===== src/rtl/rex_jump_ctrl.sv =====
// rex_jump_ctrl: debounced jump button and frame-stepped jump FSM for the dino sprite.
// Optional feature: define DOUBLE_JUMP_EN to allow one extra jump per airborne period.
module rex_jump_ctrl #(
  parameter int DEBOUNCE_CYCLES = 1200,
  parameter int JUMP_HEIGHT     = 12,
  parameter int HOVER_FRAMES    = 2
) (
  input  logic       clk_120kHz,
  input  logic       rstn,
  input  logic       clk_12Hz,
  input  logic       btn_jump,
  input  logic       game_over,
  output logic       frame_tick,
  output logic [4:0] dino_y,
  output logic       jumping
);
  typedef enum logic [2:0] {GROUND, RISE, HOVER, FALL, DEAD} state_t;
  localparam int HW = $clog2(HOVER_FRAMES + 1);
  logic [1:0]    s12_q, btn_s_q;
  logic          s12_prev_q, tick_q, acc_q, jump_req_q, jumping_q;
  logic [10:0]   db_cnt_q;
  logic [HW-1:0] hov_q;
  logic [4:0]    y_q, lim, dn;
  logic [5:0]    up;
  logic          btn_s, db_diff, db_done, press;
  state_t        state_q;
`ifdef DOUBLE_JUMP_EN
  localparam int LIM2 = (2 * JUMP_HEIGHT < 30) ? 2 * JUMP_HEIGHT : 30;
  logic [4:0] lim_q;
  logic       dj_used_q;
  assign lim = lim_q;
`else
  assign lim = 5'(JUMP_HEIGHT);
`endif
  assign btn_s      = btn_s_q[1];
  assign db_diff    = btn_s != acc_q;
  assign db_done    = db_diff && db_cnt_q == 11'(DEBOUNCE_CYCLES - 1);
  assign press      = db_done && btn_s;
  assign up         = {1'b0, y_q} + 6'd2;
  assign dn         = (y_q <= 5'd2) ? 5'd0 : y_q - 5'd2;
  assign frame_tick = tick_q;
  assign dino_y     = y_q;
  assign jumping    = jumping_q;
  // Synchronize the frame clock and button, and pulse once per frame-clock rising edge.
  always_ff @(posedge clk_120kHz or negedge rstn) begin
    if (!rstn) begin
      s12_q      <= '0;
      btn_s_q    <= '0;
      s12_prev_q <= 1'b0;
      tick_q     <= 1'b0;
    end else begin
      s12_q      <= {s12_q[0], clk_12Hz};
      btn_s_q    <= {btn_s_q[0], btn_jump};
      s12_prev_q <= s12_q[1];
      tick_q     <= s12_q[1] & ~s12_prev_q;
    end
  end
  // Accept a new button level only after it has differed for the full debounce window.
  always_ff @(posedge clk_120kHz or negedge rstn) begin
    if (!rstn) begin
      db_cnt_q <= '0;
      acc_q    <= 1'b0;
    end else begin
      db_cnt_q <= (db_diff && !db_done) ? db_cnt_q + 11'd1 : 11'd0;
      acc_q    <= db_done ? btn_s : acc_q;
    end
  end
  // Latch one jump request per accepted press; it expires at the next frame tick.
  always_ff @(posedge clk_120kHz or negedge rstn) begin
    if (!rstn) jump_req_q <= 1'b0;
    else jump_req_q <= (press & ~(tick_q & state_q == DEAD & ~game_over)) | (jump_req_q & ~tick_q);
  end
  // Jump state machine: collision forces DEAD at once, everything else steps on frame ticks.
  always_ff @(posedge clk_120kHz or negedge rstn) begin
    if (!rstn) begin
      state_q   <= GROUND;
      y_q       <= '0;
      jumping_q <= 1'b0;
      hov_q     <= '0;
`ifdef DOUBLE_JUMP_EN
      lim_q     <= 5'(JUMP_HEIGHT);
      dj_used_q <= 1'b0;
`endif
    end else if (game_over) begin
      state_q   <= DEAD;
      jumping_q <= 1'b0;
    end else if (tick_q) begin
      case (state_q)
        GROUND: begin
`ifdef DOUBLE_JUMP_EN
          lim_q     <= 5'(JUMP_HEIGHT);
          dj_used_q <= 1'b0;
`endif
          if (jump_req_q) begin
            state_q   <= RISE;
            y_q       <= 5'd2;
            jumping_q <= 1'b1;
          end
        end
        RISE: begin
          y_q <= (up >= {1'b0, lim}) ? lim : up[4:0];
          if (up >= {1'b0, lim}) begin
            state_q <= HOVER;
            hov_q   <= '0;
          end
        end
        HOVER: begin
          hov_q <= hov_q + 1'b1;
          if (hov_q == HW'(HOVER_FRAMES - 1)) state_q <= FALL;
        end
        FALL: begin
          y_q <= dn;
          if (y_q <= 5'd2) begin
            state_q   <= GROUND;
            jumping_q <= 1'b0;
          end
        end
        DEAD: begin
          state_q <= GROUND;
          y_q     <= '0;
        end
        default: state_q <= GROUND;
      endcase
`ifdef DOUBLE_JUMP_EN
      if (jump_req_q && !dj_used_q && (state_q == RISE || state_q == HOVER || state_q == FALL)) begin
        state_q   <= RISE;
        y_q       <= (up >= 6'(LIM2)) ? 5'(LIM2) : up[4:0];
        lim_q     <= 5'(LIM2);
        dj_used_q <= 1'b1;
        jumping_q <= 1'b1;
      end
`endif
    end
  end
endmodule


===== config.mk =====
export PLATFORM = sky130hd
export DESIGN_NAME = rex_jump_ctrl
export DESIGN_NICKNAME = d
export VERILOG_FILES = /design/src/rtl/rex_jump_ctrl.sv
export SDC_FILE = /design/constraint.sdc
export NUM_CORES = 1
export LEC_CHECK = 0
export CORE_MARGIN = 2
export CORE_UTILIZATION = 25
export CTS_CLUSTER_SIZE = 40
export DETAILED_ROUTE_END_ITERATION = 6
export PLACE_DENSITY_LB_ADDON = 0.25
export SETUP_SLACK_MARGIN = 0.1
export SYNTH_ARGS = -nofsm -noshare
export SYNTH_HDL_FRONTEND = slang
export SYNTH_SLANG_ARGS = --single-unit

===== constraint.sdc =====
create_clock -name clk_120kHz -period 1.6 [get_ports clk_120kHz]
set_input_delay 0.4 -clock clk_120kHz [delete_from_list [all_inputs] [get_ports clk_120kHz]]
set_output_delay 0.4 -clock clk_120kHz [all_outputs]
set_load 0.005 [all_outputs]

==> results.md, run 1 <==
- Routed wire length: between 3000 and 4000 um
- Worst stage delay on the critical path: between 400 and 500 ps
- Layout fillers: 579
- Post-route cell area: 2380 sq um
- Die width: 82.5 um
- Worst Setup EP: dino_y[3]$_DFFE_PN0P_
- Post-DP HPWL: 2420 um
- Register clock-pin slew on the reported worst setup and hold paths: roughly 60 ps
- Area occupied by multi-input gates: 948 sq um
- Most frequent cells in the layout: buf_4 (39), dfrtp_1 (26), nor2_1 (10), xor2_1 (9), nand2_1 (9)
- Routability cong.: 0.862
- Final Cycle Share: 1.00
- Ratio of cells with drive above 1 in the final layout: 0.441
- Synth area leaders: dfrtp_1 (47%), xor2_1 (5.1%), nor2_1 (4.1%), ha_1 (4.1%), o21ai_0 (2.6%)
- Cell depth of the worst setup path: 7
- Drt first pass iters: 4
- Top delay family on crit path: compound AO/OA/AOI/OAI gates
- CP max-delay cell: dfrtp_2
- CTS Buf Count: 5
- Clock power frac: 0.394
- N_diodes: 0
- Syn avg cell area: 9.87 sq um
- Sw frac: 0.253
- Residual DRC count: 0
- Post-route ant nets: 0
- Place WS: -212 ps
- Core area: ~5900 sq um
- Critical path type: reg -> reg
- Area of the mapped netlist: between 1500 and 2000 sq um
- Area leader, netlist: dfrtp_1
- Initial DRC Count: 76
- Max Slew Vio Count: 0
- Critical path arrival: 1770 ps
- Final min period: 1600 ps
- Violated checks: negative setup slack
- Worst setup path startpoint: dino_y[2]$_DFFE_PN0P_
- # H-tree levels: 2
- R2r setup slk: -1 ps
- Synth Net Count: 166
- R2R Path End: dino_y[3]$_DFFE_PN0P_
- Clock Tree Root: clkbuf_8
- Setup Viol. Count Final: 1
- Chip Height: 82.5 um
- Status: finished with violations
- Commonest non-fill, non-tap cell in the layout: buf_4
- Worst ir drop on vdd: 0.000496 V
- Grt ovf: 0
- Max Freq: around 0.62 GHz
- Clk Latency, worst-skew pair: 280 ps
- Critical path buffers and inverters: 2
- Post-synthesis sequential area ratio: 0.471
- Final Hold Fails: 0
- Sequential cell area: between 700 and 800 sq um
- Final net count: 222
- First-pass GRT wire length: ~6200 um
- Max clock buf depth: 2
- Pint: 0.00142 W
- Share of the synthesized area in the top cell type: 0.471
- Dominant synthesized flop cell: dfrtp_1
- Crit path max fanout: 5
- Async SR Flop Fraction: 1.00
- Clock sink total: 29
- FP Rows: 28
- Switching pwr: about 0.00048 W
- DR WL/cell: 13.4 um
- Vias in the first global route: between 1,000 and 1,500
- Initial Util: 0.260
- Worst EP required: 1770 ps
- Gate count after technology mapping: 156
- Die area: 6800 sq um
- GRT Util Overall: 0.124
- Antenna violations before repair: 0
- PortBufs: 10
- Number of flops mapped to enable cells by yosys: 0
- Hold Path Class: reg -> reg
- Sequential share of power: 0.413
- CTS tree: yes
- Num ports: 12
- Synth Register Bits: 29
- Largest net degree at the start of global routing: 30
- MaxCap Viol Count: 0
- TNS Setup: -1.27 ps
- Startpoint types: register
- Post-DP Area: 1960 sq um
- Comb power frac: 0.193
- Setup ws final: -1.27 ps
- Leak: between 1 and 1.5 nW
- Pwr Density: 799 nW/um^2
- DR vias/cell: 4.71
- Synth cell types: between 40 and 50
- RSZ-0062 raised after global routing: yes
- CP Cell Sequence: inv_2 > buf_6 > ha_4 > nor2_4 > o311ai_4 > o221ai_2 > a32o_2
- R2R depth: 7
- Clock Skews: 2.83 ps
- Synth warnings: 0
- Reg-to-reg startpoint: dino_y[2]$_DFFE_PN0P_
- Area Overhead vs Synth: 54.6%
- CP endpoint kind: register
- Via Count: ~1,400
-- power groups by stage --
stage | logic [W] | clock network [W] | registers, W
after floorplan | 0.000102 | 0 | 0.000796
after global placement | 0.000232 | 0 | 0.000803
after detailed placement | 0.000230 | 0 | 0.000802
after CTS | 0.000317 | 0.000779 | 0.000785
after global routing | 0.000403 | 0.000817 | 0.000788
final | 0.000367 | 0.000749 | 0.000786
-- through the flow --
step	instances	hold slack [ps]	power, W	utilization
4_1_cts	282	352	0.00188	0.377
3_3_place_gp	263	334	0.00104	0.331
2_1_floorplan	156	104	0.000899	-
5_1_grt	288	366	0.00201	0.402
6_report	288	349	0.00190	0.402
3_5_place_dp	263	336	0.00103	0.331
-- routing by layer --
metal,share of wire,GRT usage
met2,0.47,0.180
met4,0.0049,0.0344
met3,0.035,0.0435
met1,0.49,0.173
met5,0,0
-- cell usage after synthesis, drive strengths merged, types with 3 or more instances --
| master | number |
|---|---|
| a21oi | 3 |
| nor2 | 17 |
| nand2b | 4 |
| buf | 5 |
| dfrtp | 29 |
| nand4 | 5 |
| o21ai | 8 |
| o311ai | 4 |
| nand3 | 5 |
| nor3 | 3 |
| nor2b | 3 |
| nand2 | 10 |
| inv | 7 |
| ha | 5 |
| xor2 | 10 |
| and3 | 3 |
-- worst min-delay path by stage --
stage                         startpoint              endpoint  slack, ps  cells past startpoint
detailed placement  btn_s_q[0]$_DFF_PN0_  btn_s_q[1]$_DFF_PN0_        340                      0
finish              btn_s_q[0]$_DFF_PN0_  btn_s_q[1]$_DFF_PN0_        350                      0
floorplan                           rstn     acc_q$_DFFE_PN0N_        100                      0
CTS                 btn_s_q[0]$_DFF_PN0_  btn_s_q[1]$_DFF_PN0_        350                      0
global placement    btn_s_q[0]$_DFF_PN0_  btn_s_q[1]$_DFF_PN0_        330                      0
global route          s12_q[0]$_DFF_PN0_    s12_q[1]$_DFF_PN0_        370                      0
-- final cells by class --
| cell class | count | share of cell area |
|---|---|---|
| multi-input combinational | 113 | 0.398 |
| timing repair buffer | 56 | 0.200 |
| clock buffer | 6 | 0.0305 |
| tap | 75 | 0.0394 |
| clock inverter | 2 | 0.0147 |
| inverter | 7 | 0.0110 |
| sequential | 29 | 0.306 |
-- cell families after synthesis --
group	share of synthesized area
simple gates	0.219
compound gates	0.142
flops	0.471
buf+inv	0.0439
xor+xnor	0.0674
fa+ha+maj	0.0406
mux	0.0138
other cells	0.00243
-- state kept, by name, indices dropped and copies added (netlist names) --
name and cells:
dino_y 4, s12_prev_q 1, acc_q 1, btn_s_q 2
s12_q 2, db_cnt_q 11, jump_req_q 1, frame_tick 1
jumping 1, state_q 3, hov_q 2
-- what timing repair did --
action                     in CTS  in global routing
gates resized for setup        27                 29
hold buffers                    0                  0
pin swaps                      17                 14
setup endpoints to repair      15                 20
buffers inserted               12                  7
Note: power is estimated with default switching activity, not from simulation.
==> run 2, diff against run 1 <==
Settings changed: CAP_MARGIN set to 15, CORE_UTILIZATION 25 to 28.
==> run 2 against run 1 <==
Net effect: the run still ends with negative setup slack left; combinational power is 12% lower; die area down 10%; flip-flop and latch count unchanged; count of clock-buffer cells in the layout unchanged; total power is 12% lower; clock skew up 3.4 ps; non-clock buffer count is 14 lower; clock power down 24%; first-iteration DRC count up 1.3%; sequential power is essentially flat; critical path depth shrank 1; largest cell class unchanged; sequential share of layout area rose by 1.9 points.
==> results.md, run 2 (synthesis gave the netlist of run 1 again) <==
- Largest register FFs: 11 (unchanged)
- R2R depth: 6 (-1)
- PortBufs: 10 (unchanged)
- Clk Latency, worst-skew pair: 280 ps (about the same)
- Setup Viol. Count Final: 2 (+1)
- Routability cong.: 0.881 (+2.3%)
- RSZ-0062 raised after global routing: yes
- Antenna violations before repair: 0 (unchanged)
- Final min period: 1620 ps (+20.1 ps)
- Startpoint types: register
- Vias in the first global route: 1,365 (+5.9%)
- Reg-to-reg startpoint: dino_y[1]$_DFFE_PN0P_
- Via Count: 1,303 (-4.0%)
- First-pass GRT wire length: 5970 um (-3.8%)
- Num ports: 12 (unchanged)
- Crit path max fanout: 5 (unchanged)
- CP max-delay cell: dfrtp_2
- Final Hold Fails: 0 (unchanged)
- Residual DRC count: 0 (unchanged)
- Max clock buf depth: 2 (unchanged)
- Top delay family on crit path: flip-flops
- Status: finished with violations
- TNS Setup: -41.5 ps (-40.2 ps)
- Leak: 0.947 nW (-9.0%)
- DR WL/cell: 13.1 um (-2.4%)
- MaxCap Viol Count: 0 (unchanged)
- Worst stage delay on the critical path: 450 ps (about the same)
- CTS Buf Count: 5 (unchanged)
- CP Cell Sequence: inv_2 > ha_4 > buf_6 > a211oi_4 > or4_4 > a21oi_2
- Ratio of cells with drive above 1 in the final layout: 0.377 (-0.0644)
- Largest net degree at the start of global routing: 30 (unchanged)
- Fin Hold WS: 349 ps (-0.451 ps)
- Final net count: 208 (-6.3%)
- R2R Path End: state_q[1]$_DFFE_PN0P_
- Post-route insts no fill: 271 (-5.9%)
- Grt ovf: 0 (unchanged)
- Initial Util: 0.285 (+0.0248)
- Worst EP required: 1810 ps (+40 ps)
- Most frequent cells in the layout: dfrtp_1 (26), buf_4 (25), nand2_1 (9)
- Post-DP HPWL: 2340 um (-3.4%)
- Critical path buffers and inverters: 2 (unchanged)
- Biggest register: db_cnt_q
- Clock Tree Root: clkbuf_8
- CTS tree: yes
- Drt first pass iters: 4 (unchanged)
- # H-tree levels: 2 (unchanged)
- Worst ir drop on vdd: 0.000633 V (+28%)
- Commonest non-fill, non-tap cell in the layout: dfrtp_1
- Core area: 5410 sq um (-8.7%)
- Hold EP: s12_q[1]$_DFF_PN0_
- FP Rows: 27 (-3.6%)
- Hold path cells: 0 (unchanged)
- Post-route ant nets: 0 (unchanged)
- Critical path type: reg -> reg
- Placed instance count: 255 (-3.0%)
- Routed wire length: 3540 um (-8.2%)
- Critical path arrival: 1830 ps (+60 ps)
- Final Total Pwr: 0.00167 W (-12%)
- DR vias/cell: 4.81 (+2.0%)
- Fin util: 0.414 (+0.0122)
- Die width: 78.2 um (-5.2%)
- Max Freq: 0.617 GHz (-1.2%)
- Final Cycle Share: 1.01 (+0.0126)
- Register clock-pin slew on the reported worst setup and hold paths: 60 ps (about the same)
- N_diodes: 0 (unchanged)
- CP endpoint kind: register
- GRT Util Overall: 0.124 (+0.000392)
- Hold Path Class: reg -> reg
- Max Slew Vio Count: 0 (unchanged)
- CTS Hold Bufs: 0 (unchanged)
- Area Overhead vs Synth: 45.4%
- HP Start: s12_q[0]$_DFF_PN0_
- Violated checks: negative setup slack
- Initial DRC Count: 77 (+1.3%)
- Die area: 6110 sq um (-10%)
- Setup ws final: -21.4 ps (-20.1 ps)
- R2r setup slk: -20 ps (-20 ps)
- Clock sink total: 29 (unchanged)
- Clock Skews: 6.21 ps (+3.38 ps)
- Chip Height: 78.2 um (-5.2%)
- Pwr Density: 748 nW/um^2 (-6.5%)
==> run 2: how the worst max path moves through the flow <==
stage / startpoint / end / slack [ps] / cells past startpoint
3_5_place_dp: game_over / hov_q[0]$_DFFE_PN0P_ / -200 / 5
6_report: dino_y[1]$_DFFE_PN0P_ / state_q[1]$_DFFE_PN0P_ / -20 / 6
3_3_place_gp: game_over / hov_q[0]$_DFFE_PN0P_ / -150 / 5
4_1_cts: dino_y[1]$_DFFE_PN0P_ / state_q[1]$_DFFE_PN0P_ / -30 / 5
5_1_grt: dino_y[1]$_DFFE_PN0P_ / state_q[0]$_DFFE_PN0P_ / -80 / 5
2_1_floorplan: dino_y[2]$_DFFE_PN0P_ / dino_y[3]$_DFFE_PN0P_ / 120 / 6
==> run 2: power breakdown <==
group          total (W)  switching, W  internal (W)
clock network   0.000567      0.000267      0.000300
logic           0.000322      0.000147      0.000175
registers       0.000786     0.0000264      0.000759
total            0.00167      0.000440       0.00123
==> run 2: repair_timing <==
action | 4_1_cts | 5_1_grt
pin swaps | 11 | 9
resized for setup | 21 | 32
endpoints found under the setup margin | 14 | 20
buffers inserted | 7 | 2
==> run 2: area by class of cell <==
type / instances / area (sq um)
sequential: 29 / 729
clock buffer: 6 / 72.6
multi-input combinational: 113 / 941
inverter: 7 / 26.3
fill: 540 / 3170
timing repair buffer: 42 / 370
tap: 72 / 90.1
clock inverter: 2 / 10.0
==> run 2: through the flow <==
step / area, sq um / worst slack (ps)
2_1_floorplan: 1580 / 119
3_3_place_gp: 1920 / -148
3_5_place_dp: 1920 / -197
4_1_cts: 2090 / -33.9
5_1_grt: 2240 / -83.8
6_report: 2240 / -21.4
==> run 2: per-layer routing <==
layer | vias to the layer above | global-route usage | wire length (um)
li1 | 639 | - | -
met1 | 640 | 0.159 | 1610
met2 | 18 | 0.195 | 1760
met3 | 6 | 0.0356 | 109
met4 | 0 | 0.0526 | 55
met5 | - | 0 | 0
==> run 3, diff against run 2 <==
Settings changed: CORE_MARGIN 2 to not set, SLEW_MARGIN set to 5.
==> run 3 against run 2 <==
Net effect: the flow still finishes with violations (negative setup slack); die area is 5.1% lower; largest cell class unchanged; maximum frequency is 0.31% lower; total power is 4.8% higher; final area is 1.1% higher; routed wire length is 3.7% lower; utilization is 2.1 points higher; via count is 1.1% higher; highest routed layer unchanged; critical path type unchanged; hold slack hardly changed; clock power is 15% higher.
==> results.md, run 3 (synthesis gave the netlist of run 1 again) <==
- Final Cycle Share: 1.02 (+0.00311)
- Place WS: -229 ps (-32.5 ps)
- Max Slew Vio Count: 0 (unchanged)
- DR vias/cell: 4.82 (+0.33%)
- Commonest non-fill, non-tap cell in the layout: buf_4
- Crit path max fanout: 5 (unchanged)
- Most frequent cells in the layout: buf_4 (31), dfrtp_1 (26), nor2_1 (13), xor2_1 (9), nand2_1 (9)
- Die width: 76.2 um (-2.6%)
- Vias in the first global route: 1,342 (-1.7%)
- FP Rows: 26 (-3.7%)
- Worst EP required: 1810 ps (about the same)
- Die area: 5800 sq um (-5.1%)
- Initial DRC Count: 41 (-47%)
- Antenna violations before repair: 0 (unchanged)
- Post-route insts no fill: 273 (+0.74%)
- Clk Latency, worst-skew pair: 280 ps (about the same)
- Final min period: 1630 ps (+4.97 ps)
- N_diodes: 0 (unchanged)
- Chip Height: 76.2 um (-2.6%)
- Biggest register: db_cnt_q
- Clock sink total: 29 (unchanged)
- Startpoint types: register
- GRT Util Overall: 0.127 (+0.00293)
- TNS Setup: -26.4 ps (+15.1 ps)
- Routed wire length: 3410 um (-3.7%)
- CTS Buf Count: 5 (unchanged)
- R2R Path End: state_q[1]$_DFFE_PN0P_
- Layout fillers: 479 (-11%)
- Grt ovf: 0 (unchanged)
- Largest register FFs: 11 (unchanged)
- Leak: 0.974 nW (+2.8%)
- Largest net degree at the start of global routing: 30 (unchanged)
- R2R depth: 5 (-1)
- Hold Path Class: reg -> reg
- DR WL/cell: 12.5 um (-4.4%)
- Post-DP HPWL: 2320 um (-1.2%)
- Critical path arrival: 1840 ps (about the same)
- Num ports: 12 (unchanged)
- Setup Viol. Count Final: 1 (-1)
- R2r setup slk: -30 ps (about the same)
- PortBufs: 10 (unchanged)
- Register clock-pin slew on the reported worst setup and hold paths: 70 ps (about the same)
- Initial Util: 0.296 (+0.0110)
- Ratio of cells with drive above 1 in the final layout: 0.394 (+0.0172)
- Violated checks: negative setup slack
- Status: finished with violations
- Reg-to-reg startpoint: dino_y[1]$_DFFE_PN0P_
- RSZ-0062 raised after global routing: yes
- Setup ws final: -26.4 ps (-4.97 ps)
- Max Freq: 0.615 GHz (-0.31%)
- Via Count: 1,317 (+1.1%)
- Core area: 5200 sq um (-3.7%)
- Pwr Density: 775 nW/um^2 (+3.7%)
- Final Hold Fails: 0 (unchanged)
- Drt first pass iters: 6 (+2)
- Hold path cells: 0 (unchanged)
- Clock Skews: 10.0 ps (+3.80 ps)
- Max clock buf depth: 2 (unchanged)
- Clock Tree Root: clkbuf_8
- HP Start: s12_q[0]$_DFF_PN0_
- Final net count: 212 (+1.9%)
- Post-route ant nets: 0 (unchanged)
- MaxCap Viol Count: 0 (unchanged)
- CP endpoint kind: register
- Placed instance count: 255 (unchanged)
- Critical path type: reg -> reg
- Area Overhead vs Synth: 47.0%
- # H-tree levels: 2 (unchanged)
- CTS tree: yes
- Routability cong.: 0.811 (-8.0%)
- Worst ir drop on vdd: 0.000601 V (-5.1%)
- Residual DRC count: 0 (unchanged)
- First-pass GRT wire length: 5870 um (-1.7%)
- Hold EP: s12_q[1]$_DFF_PN0_
==> run 3: cell count changes in the layout (fill, tap and decap cells not counted), sizes merged <==
| cell | before | now |
|---|---|---|
| clkbuf | 6 | 8 |
| clkinv | 2 | 1 |
| buf | 33 | 36 |
==> run 3: worst max path at each step <==
stage                        endpoint  depth (start not counted)                   from  slack [ps]
6_report       state_q[1]$_DFFE_PN0P_                          5  dino_y[1]$_DFFE_PN0P_         -30
5_1_grt        state_q[1]$_DFFE_PN0P_                          5  dino_y[1]$_DFFE_PN0P_         -90
4_1_cts        state_q[1]$_DFFE_PN0P_                          6  dino_y[2]$_DFFE_PN0P_         -80
3_5_place_dp     hov_q[1]$_DFFE_PN0P_                          5              game_over        -230
3_3_place_gp     hov_q[0]$_DFFE_PN0P_                          5              game_over        -140
2_1_floorplan   dino_y[3]$_DFFE_PN0P_                          6  dino_y[2]$_DFFE_PN0P_         120
==> run 3: timing repair <==
item                       4_1_cts  5_1_grt
pin swaps                       10       12
gates cloned                     0        0
setup endpoints to repair       16       20
hold buffers                     0        0
buffers inserted                 8        3
resized for setup               21       28
==> run 3: layout make-up <==
class,count,area (sq um),area share
Clock buffer,7,96.3,0.0426
Tap cell,70,87.6,0.0387
Multi-Input combinational cell,113,938,0.415
Clock inverter,1,5.00,0.00221
Inverter,7,28.8,0.0127
Timing Repair Buffer,46,378,0.167
Sequential cell,29,729,0.322
==> run 3: routing by layer <==
metal,track usage,part of all wire,wire (um)
met5,0,0,0
met4,0.0462,0.014,46
met3,0.0359,0.043,148
met2,0.209,0.49,1660
met1,0.158,0.46,1550
==> run 3: per-stage QoR <==
step	utilization	total power [W]	hold WS, ps	cell area, sq um
finish	0.435	0.00175	349	2260
global route	0.435	0.00186	368	2260
CTS	0.411	0.00174	354	2140
detailed placement	0.369	0.00104	341	1920
global placement	0.369	0.00104	334	1920
floorplan	-	0.000899	104	1580
==> run 3: where the power goes <==
group,internal [W],switching (W)
sequential,0.000759,0.0000241
combinational,0.000169,0.000152
clock,0.000388,0.000264
==> run 3: critical path, stage by stage (launching register included) <==
cell      delay (ps)
dfrtp_2          460
ha_4             190
xor2_2           210
a211oi_4         120
or4_4            430
a21oi_2          130
